**src/rtl/pkt_fifo_pkg.sv**
```systemverilog
// Shared types, defaults and arbitration helper for the packet FIFO bank.
// Imported by the interface, the channel FIFO and the bank top.
package pkt_fifo_pkg;

    typedef enum logic [0:0] {
        OUT_EMPTY = 1'b0,
        OUT_FULL  = 1'b1
    } out_state_e;

    localparam int DEF_NUM_CH = 4;
    localparam int DEF_DEPTH  = 8;
    localparam int DEF_DATA_W = 32;
    localparam int DEF_TAG_W  = 4;
    localparam int MAX_CH     = 32;

    // First requester after 'last', wrapping over n channels; holds 'last' if none.
    function automatic int rr_pick(
        input logic [MAX_CH-1:0] req,
        input int                last,
        input int                n
    );
        int   g;
        int   idx;
        logic hit;
        g   = last;
        hit = 1'b0;
        for (int i = 1; i <= MAX_CH; i++) begin
            idx = (last + i) % n;
            if (i <= n && !hit && req[idx[4:0]]) begin
                g   = idx;
                hit = 1'b1;
            end
        end
        return g;
    endfunction

endpackage

```
**src/rtl/pkt_fifo_bank_if.sv**
```systemverilog
// Producer/consumer bundle of the packet FIFO bank.
// The slave side is the bank; the master side drives pushes and accepts output.
interface pkt_fifo_bank_if
    import pkt_fifo_pkg::*;
#(
    parameter int NUM_CH = DEF_NUM_CH,
    parameter int DEPTH  = DEF_DEPTH,
    parameter int DATA_W = DEF_DATA_W,
    parameter int TAG_W  = DEF_TAG_W
);
    localparam int CNT_W = $clog2(DEPTH + 1);
    localparam int CH_W  = (NUM_CH > 1) ? $clog2(NUM_CH) : 1;

    logic [NUM_CH-1:0]             in_valid;
    logic [NUM_CH-1:0]             in_ready;
    logic [NUM_CH-1:0][DATA_W-1:0] in_data;
    logic [NUM_CH-1:0][TAG_W-1:0]  in_tag;
    logic [NUM_CH-1:0]             flush;
    logic [NUM_CH-1:0][CNT_W-1:0]  level;
    logic                          out_valid;
    logic                          out_ready;
    logic [DATA_W-1:0]             out_data;
    logic [TAG_W-1:0]              out_tag;
    logic [CH_W-1:0]               out_ch;

    modport master (
        output in_valid, in_data, in_tag, flush, out_ready,
        input  in_ready, level, out_valid, out_data, out_tag, out_ch
    );

    modport slave (
        input  in_valid, in_data, in_tag, flush, out_ready,
        output in_ready, level, out_valid, out_data, out_tag, out_ch
    );

endinterface

```
**src/rtl/pkt_fifo_chan.sv**
```systemverilog
// Single-channel FIFO: push, pop, flush, occupancy count and head word.
// Control state is reset; the storage array is not.
module pkt_fifo_chan
    import pkt_fifo_pkg::*;
#(
    parameter int DEPTH = DEF_DEPTH,
    parameter int W     = DEF_DATA_W + DEF_TAG_W
) (
    input  logic                         clk,
    input  logic                         rst_n,
    input  logic                         push,
    input  logic                         pop,
    input  logic                         flush,
    input  logic [W-1:0]                 wdata,
    output logic [W-1:0]                 head,
    output logic [$clog2(DEPTH+1)-1:0]   count
);
    localparam int PTR_W = $clog2(DEPTH);
    localparam int CNT_W = $clog2(DEPTH + 1);

    logic [W-1:0]     mem_q [DEPTH];
    logic [PTR_W-1:0] wr_ptr_q, wr_ptr_d;
    logic [PTR_W-1:0] rd_ptr_q, rd_ptr_d;
    logic [CNT_W-1:0] count_q, count_d;
    logic             push_ok;
    logic             pop_ok;

    // A full channel refuses pushes even when it is popped on the same edge.
    assign push_ok = push && (count_q != CNT_W'(DEPTH));
    assign pop_ok  = pop && (count_q != '0);

    always_comb begin
        wr_ptr_d = wr_ptr_q;
        rd_ptr_d = rd_ptr_q;
        count_d  = count_q;
        if (flush) begin
            wr_ptr_d = '0;
            rd_ptr_d = '0;
            count_d  = '0;
        end else begin
            if (push_ok) wr_ptr_d = wr_ptr_q + 1'b1;
            if (pop_ok)  rd_ptr_d = rd_ptr_q + 1'b1;
            count_d = count_q + CNT_W'(push_ok) - CNT_W'(pop_ok);
        end
    end

    always_ff @(posedge clk) begin
        if (!rst_n) begin
            wr_ptr_q <= '0;
            rd_ptr_q <= '0;
            count_q  <= '0;
        end else begin
            wr_ptr_q <= wr_ptr_d;
            rd_ptr_q <= rd_ptr_d;
            count_q  <= count_d;
        end
    end

    always_ff @(posedge clk) begin
        if (rst_n && push_ok && !flush) mem_q[wr_ptr_q] <= wdata;
    end

    assign head  = mem_q[rd_ptr_q];
    assign count = count_q;

endmodule

```
**src/rtl/pkt_fifo_bank.sv**
```systemverilog
// NUM_CH packet FIFOs drained round-robin into one registered
// valid/ready output, with per-channel flush and level reporting.
module pkt_fifo_bank
    import pkt_fifo_pkg::*;
#(
    parameter int NUM_CH = DEF_NUM_CH,
    parameter int DEPTH  = DEF_DEPTH,
    parameter int DATA_W = DEF_DATA_W,
    parameter int TAG_W  = DEF_TAG_W
) (
    input logic             clk,
    input logic             rst_n,
    pkt_fifo_bank_if.slave  bus
);
    localparam int CNT_W = $clog2(DEPTH + 1);
    localparam int CH_W  = (NUM_CH > 1) ? $clog2(NUM_CH) : 1;
    localparam int PW    = TAG_W + DATA_W;

    typedef struct packed {
        logic [TAG_W-1:0]  tag;
        logic [DATA_W-1:0] data;
    } payload_t;

    logic [NUM_CH-1:0]            push_v;
    logic [NUM_CH-1:0]            pop_v;
    logic [NUM_CH-1:0]            flush_v;
    logic [NUM_CH-1:0]            req;
    logic [NUM_CH-1:0][PW-1:0]    wdata_p;
    logic [NUM_CH-1:0][PW-1:0]    head_p;
    logic [NUM_CH-1:0][CNT_W-1:0] cnt_p;
    logic [CH_W-1:0]              grant;
    logic                         slot_free;

    out_state_e       state_q, state_d;
    payload_t         out_pl_q, out_pl_d;
    logic [CH_W-1:0]  out_ch_q, out_ch_d;
    logic [CH_W-1:0]  rr_q, rr_d;

    assign push_v  = bus.in_valid;
    assign flush_v = bus.flush;

    always_comb begin
        wdata_p = '0;
        req     = '0;
        for (int c = 0; c < NUM_CH; c++) begin
            wdata_p[c] = {bus.in_tag[c], bus.in_data[c]};
            // A channel being flushed sits out arbitration this edge.
            req[c]     = (cnt_p[c] != '0) && !flush_v[c];
        end
    end

    pkt_fifo_chan #(
        .DEPTH (DEPTH),
        .W     (PW)
    ) u_chan [NUM_CH] (
        .clk   (clk),
        .rst_n (rst_n),
        .push  (push_v),
        .pop   (pop_v),
        .flush (flush_v),
        .wdata (wdata_p),
        .head  (head_p),
        .count (cnt_p)
    );

    assign slot_free = (state_q == OUT_EMPTY) || bus.out_ready;
    assign grant     = CH_W'(rr_pick(MAX_CH'(req), int'(rr_q), NUM_CH));

    always_comb begin
        state_d  = state_q;
        out_pl_d = out_pl_q;
        out_ch_d = out_ch_q;
        rr_d     = rr_q;
        pop_v    = '0;
        if (slot_free) begin
            if (|req) begin
                pop_v[grant] = 1'b1;
                out_pl_d     = payload_t'(head_p[grant]);
                out_ch_d     = grant;
                rr_d         = grant;
                state_d      = OUT_FULL;
            end else begin
                state_d = OUT_EMPTY;
            end
        end
    end

    always_ff @(posedge clk) begin
        if (!rst_n) begin
            state_q  <= OUT_EMPTY;
            out_pl_q <= '0;
            out_ch_q <= '0;
            rr_q     <= CH_W'(NUM_CH - 1);
        end else begin
            state_q  <= state_d;
            out_pl_q <= out_pl_d;
            out_ch_q <= out_ch_d;
            rr_q     <= rr_d;
        end
    end

    always_comb begin
        bus.in_ready = '0;
        for (int c = 0; c < NUM_CH; c++) begin
            bus.in_ready[c] = (cnt_p[c] != CNT_W'(DEPTH));
        end
    end

    assign bus.level     = cnt_p;
    assign bus.out_valid = (state_q == OUT_FULL);
    assign bus.out_data  = out_pl_q.data;
    assign bus.out_tag   = out_pl_q.tag;
    assign bus.out_ch    = out_ch_q;

endmodule

```
**src/flat_wrapper.sv**
```systemverilog
// flat-port wrapper written by rule: the top's interface ports become plain ports
module pkt_fifo_bank_flat import pkt_fifo_pkg::*;
#(
    parameter int NUM_CH = DEF_NUM_CH,
    parameter int DEPTH  = DEF_DEPTH,
    parameter int DATA_W = DEF_DATA_W,
    parameter int TAG_W  = DEF_TAG_W
)
  (clk, rst_n, bus_in_valid, bus_in_data, bus_in_tag, bus_flush, bus_out_ready, bus_in_ready, bus_level, bus_out_valid, bus_out_data, bus_out_tag, bus_out_ch);
  pkt_fifo_bank_if #(.NUM_CH(NUM_CH), .DEPTH(DEPTH), .DATA_W(DATA_W), .TAG_W(TAG_W)) bus_i ();
  input logic clk;
  input logic rst_n;
  input wire logic [$bits(bus_i.in_valid)-1:0] bus_in_valid;
  input wire logic [$bits(bus_i.in_data)-1:0] bus_in_data;
  input wire logic [$bits(bus_i.in_tag)-1:0] bus_in_tag;
  input wire logic [$bits(bus_i.flush)-1:0] bus_flush;
  input wire logic [$bits(bus_i.out_ready)-1:0] bus_out_ready;
  output wire logic [$bits(bus_i.in_ready)-1:0] bus_in_ready;
  output wire logic [$bits(bus_i.level)-1:0] bus_level;
  output wire logic [$bits(bus_i.out_valid)-1:0] bus_out_valid;
  output wire logic [$bits(bus_i.out_data)-1:0] bus_out_data;
  output wire logic [$bits(bus_i.out_tag)-1:0] bus_out_tag;
  output wire logic [$bits(bus_i.out_ch)-1:0] bus_out_ch;
  assign bus_i.in_valid = bus_in_valid;
  assign bus_i.in_data = bus_in_data;
  assign bus_i.in_tag = bus_in_tag;
  assign bus_i.flush = bus_flush;
  assign bus_i.out_ready = bus_out_ready;
  assign bus_in_ready = bus_i.in_ready;
  assign bus_level = bus_i.level;
  assign bus_out_valid = bus_i.out_valid;
  assign bus_out_data = bus_i.out_data;
  assign bus_out_tag = bus_i.out_tag;
  assign bus_out_ch = bus_i.out_ch;
  pkt_fifo_bank #(.NUM_CH(NUM_CH), .DEPTH(DEPTH), .DATA_W(DATA_W), .TAG_W(TAG_W)) u_core (.clk(clk), .rst_n(rst_n), .bus(bus_i));
endmodule
```
**config.mk**
```make
export PLATFORM = sky130hd
export DESIGN_NAME = pkt_fifo_bank_flat
export DESIGN_NICKNAME = d
export VERILOG_FILES = /design/src/rtl/pkt_fifo_pkg.sv /design/src/rtl/pkt_fifo_bank_if.sv /design/src/rtl/pkt_fifo_chan.sv /design/src/rtl/pkt_fifo_bank.sv /design/src/flat_wrapper.sv
export SDC_FILE = /design/constraint.sdc
export NUM_CORES = 1
export LEC_CHECK = 0
export CAP_MARGIN = 10
export CORE_ASPECT_RATIO = 1.1
export CORE_UTILIZATION = 50
export CTS_CLUSTER_DIAMETER = 150
export DETAILED_ROUTE_END_ITERATION = 7
export GPL_TIMING_DRIVEN = 0
export PLACE_DENSITY = 0.71
export SLEW_MARGIN = 20
export SYNTH_ARGS = -nofsm -noshare
export SYNTH_HDL_FRONTEND = slang
export SYNTH_SLANG_ARGS = --single-unit
```
**constraint.sdc**
```tcl
create_clock -name clk -period 5.4 [get_ports clk]
set_input_delay 1.35 -clock clk [delete_from_list [all_inputs] [get_ports clk]]
set_output_delay 1.35 -clock clk [all_outputs]
set_load 0.01 [all_outputs]
```
======== After elaboration in Yosys (flattened, before gate mapping) ========
Memories as Yosys holds them, arrays and structs flattened. A register that Yosys moved wholly into a read port is not among the register bits.
Index checks and enable logic that the tools add are counted.
cells by class
  reduce and logical (&&, ||, !) cells .... 46
  multiplexer cells ....................... 38
  equal/unequal tests ..................... 4
  $lt $le $gt $ge ......................... 6
  $add $sub $neg .......................... 20
  bitwise operators ....................... 6
operator list
  kind                                                                                  number
  36-bit binary-select mux with 2-bit select                                            1
  36-bit 2-to-1 mux                                                                     1
  3-bit by 1-bit adder with 3-bit output (second input constant)                        8
  1-bit logical AND                                                                     24
  5-bit by 6-bit < comparator with 1-bit output (second input constant)                 4
  3-bit 2-to-1 mux                                                                      8
  1-bit 2-to-1 mux                                                                      17
  4-bit by 1-bit adder with 4-bit output                                                4
  4-bit inequality test (second input constant)                                         4
  4-bit nonzero test                                                                    4
  2-bit OR reduction                                                                    8
  4-bit by 1-bit subtractor with 4-bit output                                           4
  1-bit binary-select mux with 3-bit select                                             4
  2-bit 2-to-1 mux                                                                      4
  4-bit 2-to-1 mux                                                                      2
  1-bit zero test                                                                       7
  2-bit by 1-bit adder with 2-bit output (second input constant)                        2
  2-bit adder (second input constant)                                                   2
  1-bit bitwise AND (first input constant)                                              4
  4-bit OR reduction                                                                    1
  2-bit by 3-bit < comparator with 1-bit output (second input constant)                 1
  1-bit demux with 2-bit select                                                         1
  2-bit by 1-bit greater-or-equal comparator with 1-bit output (second input constant)  1
  1-bit NOT                                                                             2
  other kinds (2)                                                                       2
storage, ports and cells
  memories ................................ 4
  RAM bits ................................ 1152
  output and inout bits ................... 59
  input bits .............................. 155
  register bits after elaboration ......... 81
  word-level logic and storage cells ...... 141
memories
  name                    depth  bits a word  rd ports  clocked after Yosys merged registers in  write ports  RTL line             text
  u_core.u_chan[0].mem_q  8      36           1         1                                        1            pkt_fifo_chan.sv:21  logic [W-1:0] mem_q [DEPTH];
  u_core.u_chan[1].mem_q  8      36           1         1                                        1            pkt_fifo_chan.sv:21
  u_core.u_chan[2].mem_q  8      36           1         1                                        1            pkt_fifo_chan.sv:21
  u_core.u_chan[3].mem_q  8      36           1         1                                        1            pkt_fifo_chan.sv:21

======== Longest topological paths before layout ========
  word-level depth ........................ 24
  gate-level depth with buffers ........... 16

======== By module ========
Synthesis repeated with hierarchy kept, for this count alone.
second synthesis, totals
  cells, all modules ...................... 2331
  area total of the unflattened synthesis .. 50095.5 µm²
modules (own cells, without submodules)
  module                                cells each  seq. area each (µm²)  times used  area an instance (µm²)
  pkt_fifo_chan (u_core.u_chan[1] ...)  497         8908.5                3           11746.3
  pkt_fifo_chan (u_core.u_chan[0])      498         8908.5                1           11747.5
  pkt_fifo_bank                         342         820.8                 1           3109.2

======== Worst setup path before layout ========
No wires, ideal clock.
  path kind ............................... input to register
  start ................................... in rst_n
  end ..................................... mem u_core.u_chan[3].mem_q[0][0] in the netlist's numbering, enable pin
  stages .................................. 4
  arrival time ............................ 4568 ps
  setup slack ............................. 358 ps
  cell sequence ........................... clkbuf_1 > nand2_1 > or3_1 > nor3_1
on the way
  word-level cells in the longest chain between the ends .. 4
ends and longest elaborated chain
  element                                 RTL line             text
  from (decl)                             flat_wrapper.sv:12   input logic rst_n;
  1-bit logical AND (2 in a row)          pkt_fifo_chan.sv:60  if (rst_n && push_ok && !flush) mem_q[wr_ptr_q] <= wdata;
  1-bit 2-to-1 mux                        pkt_fifo_chan.sv:60
  1-bit 2-to-1 mux (implied by the code)  pkt_fifo_chan.sv:60
  to (decl)                               pkt_fifo_chan.sv:21
No other way between the ends.

======== Worst setup path in the final report ========
  start ................................... in bus_flush[2]
  end ..................................... reg u_core.u_chan[2].count_q[2]
on the way
  word-level cells in the longest chain between the ends .. 22
  elaborated cells on any way between the ends .. 33
  those cells by class .................... add/sub: 1; order compare: 2; mux: 19; reduce/logical: 11
ends and longest elaborated chain
  element                                                                                                                                                     RTL line             text
  from (decl)                                                                                                                                                 flat_wrapper.sv:16   input wire logic [$bits(bus_i.flush)-1:0] bus_flush;
  1-bit zero test (*)                                                                                                                                         pkt_fifo_bank.sv:48  req[c] = (cnt_p[c] != '0) && !flush_v[c];
  1-bit logical AND (*)                                                                                                                                       pkt_fifo_bank.sv:48
  1-bit binary-select mux with 3-bit select                                                                                                                   pkt_fifo_pkg.sv:29   if (i <= n && !hit && req[idx[4:0]]) begin
  1-bit 2-to-1 mux (implied by the code)                                                                                                                      pkt_fifo_pkg.sv:29
  1-bit 2-to-1 mux                                                                                                                                            pkt_fifo_pkg.sv:29
  1-bit zero test                                                                                                                                             pkt_fifo_pkg.sv:29
  1-bit logical AND                                                                                                                                           pkt_fifo_pkg.sv:29
  1-bit 2-to-1 mux                                                                                                                                            pkt_fifo_pkg.sv:29
  [... 6 more ...]                                                                                                                                            --
  2-bit by 3-bit < comparator with 1-bit output (implied by the code) / 2-bit by 1-bit greater-or-equal comparator with 1-bit output (equally long branches)  pkt_fifo_bank.sv:77  pop_v[grant] = 1'b1;
  1-bit logical AND (implied by the code)                                                                                                                     pkt_fifo_bank.sv:77
  1-bit 2-to-1 mux (implied by the code)                                                                                                                      pkt_fifo_bank.sv:77
  1-bit demux with 2-bit select                                                                                                                               --
  4-bit 2-to-1 mux (*)                                                                                                                                        pkt_fifo_bank.sv:76  if (|req) begin
  4-bit 2-to-1 mux (*)                                                                                                                                        pkt_fifo_bank.sv:75  if (slot_free) begin
  1-bit logical AND (*)                                                                                                                                       pkt_fifo_chan.sv:30  assign pop_ok = pop && (count_q != '0);
  4-bit by 1-bit subtractor with 4-bit output (*)                                                                                                             pkt_fifo_chan.sv:43  count_d = count_q + CNT_W'(push_ok) - CNT_W'(pop_ok);
  to (signal assigned)                                                                                                                                        pkt_fifo_chan.sv:55  count_q <= count_d;
  to (decl)                                                                                                                                                   pkt_fifo_chan.sv:24  logic [CNT_W-1:0] count_q, count_d;
Mark *: on every way between the ends. The rest lies on a longest branch, timed or not. The select of a mux whose other input is x is not followed.
A chain may end at the register's enable or synchronous reset.

==> qor.yml <==
worst_setup_path:
  r2r_end: "u_core.u_chan[2].count[2]"
  r2r_slack_ns: 1.58
  r2r-start: "u_core.u_chan[0].count[2]"
  worstPathArrival_ns: 4.62
  rr_worst_depth: 15
  cp_max_fo: 10
  cp-end-kind: "register"
  criticalPathCategory: "primary input to register"
  start_kind: "primary input"
  crit_required_ns: 5.97
clock_network:
  cts_setup_buffers: 0
  clk_path_buf_depth: 3
  clk_latency_ns: 0.71
  cts_resized: 0
  h-tree-depth: 3
  cts_buffers: 121
  path_clk_slew_ns: 0.06
  cts_root_buffer: "clkbuf_16"
  cts_sinks: 1245
  cts_hold_buf: 0
  cts_tree: "done"
detailed_routing:
  vias_per_cell: 5.97
  wl_mm: 119
  drt_iter0_drc: 2530
  drtPass1Iterations: 7
  met2_length_mm: 58.1
  wl_met1_mm: 44.5
  top_layer: "met5"
  antenna_left: 0
  via_count: 24000
  drc: 0
  wl_met3_mm: 11.5
  wl_per_cell_um: 29.4
sta:
  setup_viol: 0
  fin_ws_ns: 1.35
  max_slew_margin: 0.375
  fin_crit_sh: 0.749
  max_freq_mhz: 247
  drv_slew: 0
  hold_violations: 0
  period_minus_slack_ns: 4.05
  rsz0062_at_grt: "false"
  whs_ns: 0.479
  clock_skew_ns: 0.0215
  max_slew.worst_pin.slew_ns: 0.937
floorplanning:
  dieHeight_um: 328
  initial_core_util: 0.505
  ioPinCount: 214
  dieArea_sq_mm: 0.0977
  core-area_sq_mm: 0.0956
  die_w_um: 298
  num_rows: 119
grt:
  grt.overflow.total: 0
  grt_pass1_wl_mm: 171
  grt_pass1_vias: 24800
  antenna_found_initial: 16
  grt.total_usage: 0.245
  grt_max_degree: 21
synthesis:
  avgSynthCellArea_sq_um: 21.6
  synth_area_leaders: "edfxtp_1 72%, mux4_2 13%, dfxtp_1 3.9%"
  async_flop_share: 0
  synth_edf_count: 1152
  yosysMostFrequentCell: "edfxtp_1"
  synth_warnings: 0
  synth_common_cells: "1152 x edfxtp_1, 288 x mux4_2, 144 x mux2i_1"
  yosys.area.top_type: "edfxtp_1"
  synth-seq-area-share: 0.756
  synth.top_cell.area_share: 0.717
  synth_nets: 2418
  synth-seq-cells: 1245
  synth_cell_types: 46
  synthCells: 2231
  syn_area_sq_mm: 0.0482
  ys.flop_type: "edfxtp_1"
finish:
  multiInputGateArea_sq_mm: 0.0114
  ff_latch_area_sq_mm: 0.0365
  final_util: 0.600
  nNetsFinal: 2835
  areaGrowthSynthToFinish_pct: 18.8
  final_cell_count_no_fill: 4028
  fin_area_sq_mm: 0.0573
  fillers: 6703
  drive_gt1_frac: 0.262
power_and_ir_drop:
  power_density_mw_per_mm2: 397
  p_leak_nw: 17.7
  ir_drop_v: 0.000342
job:
  timing.max_cap.violations: 0
placement:
  io_buffers: 213
  hpwl_mm: 82.6
  placedCellCount: 3795
  routabilityCongestion: 0.875
  place_ws_ns: 0.677
  post_dp_cell_area_sq_mm: 0.0535
hold_path:
  min_path_cells: 2
  min_from: "u_core.bus.out_ch[1]"
  worstHoldPathType: "register to register"
  hold_path_end: "u_core.bus.out_ch[1]"
status:
  status: "finished, final reports clean"
## cell type report
type,instances,share of cell area
Antenna cell,6,0.000262
Inverter,25,0.00164
Buffer,114,0.00915
Multi-Input combinational cell,847,0.199
Clock buffer,153,0.0562
Timing Repair Buffer,294,0.0599
Sequential cell,1245,0.636
Tap cell,1270,0.0277
Clock inverter,74,0.0103
## worst max-delay path by stage
stage	from	slack, ns	cells past startpoint	to
after floorplan	rst_n	0.36	4	u_core.u_chan[3].mem_q[0][0]
after global placement	rst_n	-3.29	5	u_core.u_chan[3].mem_q[0][19]
after detailed placement	bus_flush[2]	0.68	14	u_core.u_chan[3].count[2]
after CTS	bus_flush[2]	1.43	13	u_core.u_chan[2].count[2]
after global routing	bus_flush[2]	1.16	13	u_core.u_chan[2].count[2]
final	bus_flush[2]	1.35	13	u_core.u_chan[2].count[2]
## through the flow
| stage | setup TNS, ns | power [mW] |
|---|---|---|
| after floorplan | 0 | 13.2 |
| after global placement | -1630.86 | 14.6 |
| after detailed placement | 0 | 14.8 |
| after CTS | 0 | 22.8 |
| after global routing | 0 | 23.4 |
| final | 0 | 22.8 |
## routing by layer
layer / up-vias / track usage
met5: - / 0
met4: 18 / 0.0916
li1: 10200 / -
met1: 12600 / 0.320
met2: 1067 / 0.397
met3: 210 / 0.0634
## logic make-up after synthesis
group	after synthesis	share of synthesized area
buffers and inverters	139	0.0128
AND/OR/NAND/NOR	154	0.0152
XOR/XNOR	18	0.00327
adder cells (fa/ha/maj)	32	0.00892
flip-flops	1245	0.756
AO/OA/AOI/OAI	139	0.0216
multiplexers	504	0.182
## flip-flops by register name, summed over array words and instances, names as in the netlist, named ones only
| register | count |
|---|---|
| u_core.bus.out_tag | 4 |
| u_core.bus.out_ch | 2 |
| u_core.u_chan.wr_ptr_q | 12 |
| u_core.u_chan.mem_q | 1152 |
| u_core.bus.out_valid | 1 |
| u_core.bus.out_data | 32 |
| u_core.rr_q | 2 |
| u_core.u_chan.count | 16 |
| u_core.u_chan.rd_ptr_q | 12 |
## layout by cell type (no fill, tap or decap), types with 18 or more instances in the layout
cell and count:
a21oi_1 34, a221oi_1 18, a221oi_2 18, buf_16 22
buf_2 44, buf_4 31, clkbuf_1 89, clkbuf_16 123
clkdlybuf4s50_1 213, clkinv_1 31, clkinv_2 25, dfxtp_1 93
edfxtp_1 1152, ha_1 28, inv_1 25, mux2_2 56
mux2i_1 144, mux4_2 288, nand2_1 28, nor2_1 38
nor2_4 25, o21ai_0 47
## where the power goes
part | switching (mW) | internal [mW] | leakage [nW] | total [mW]
registers | 0.221 | 10.8 | 11.1 | 11.0
clock network | 3.51 | 4.59 | 1.87 | 8.10
logic | 2.14 | 1.56 | 4.68 | 3.70
## worst max-delay path, stage by stage
cell	delay [ns]
clkdlybuf4s50_1	0.49
nor2_1	0.38
o211ai_2	0.18
nor2_4	0.35
buf_6	0.25
buf_6	0.19
buf_2	0.27
nor2_1	0.11
xnor2_1	0.14
ha_1	0.23
fa_1	0.41
xnor2_1	0.18
nor2_1	0.06
No activity file was read; power rests on OpenSTA's default activity.
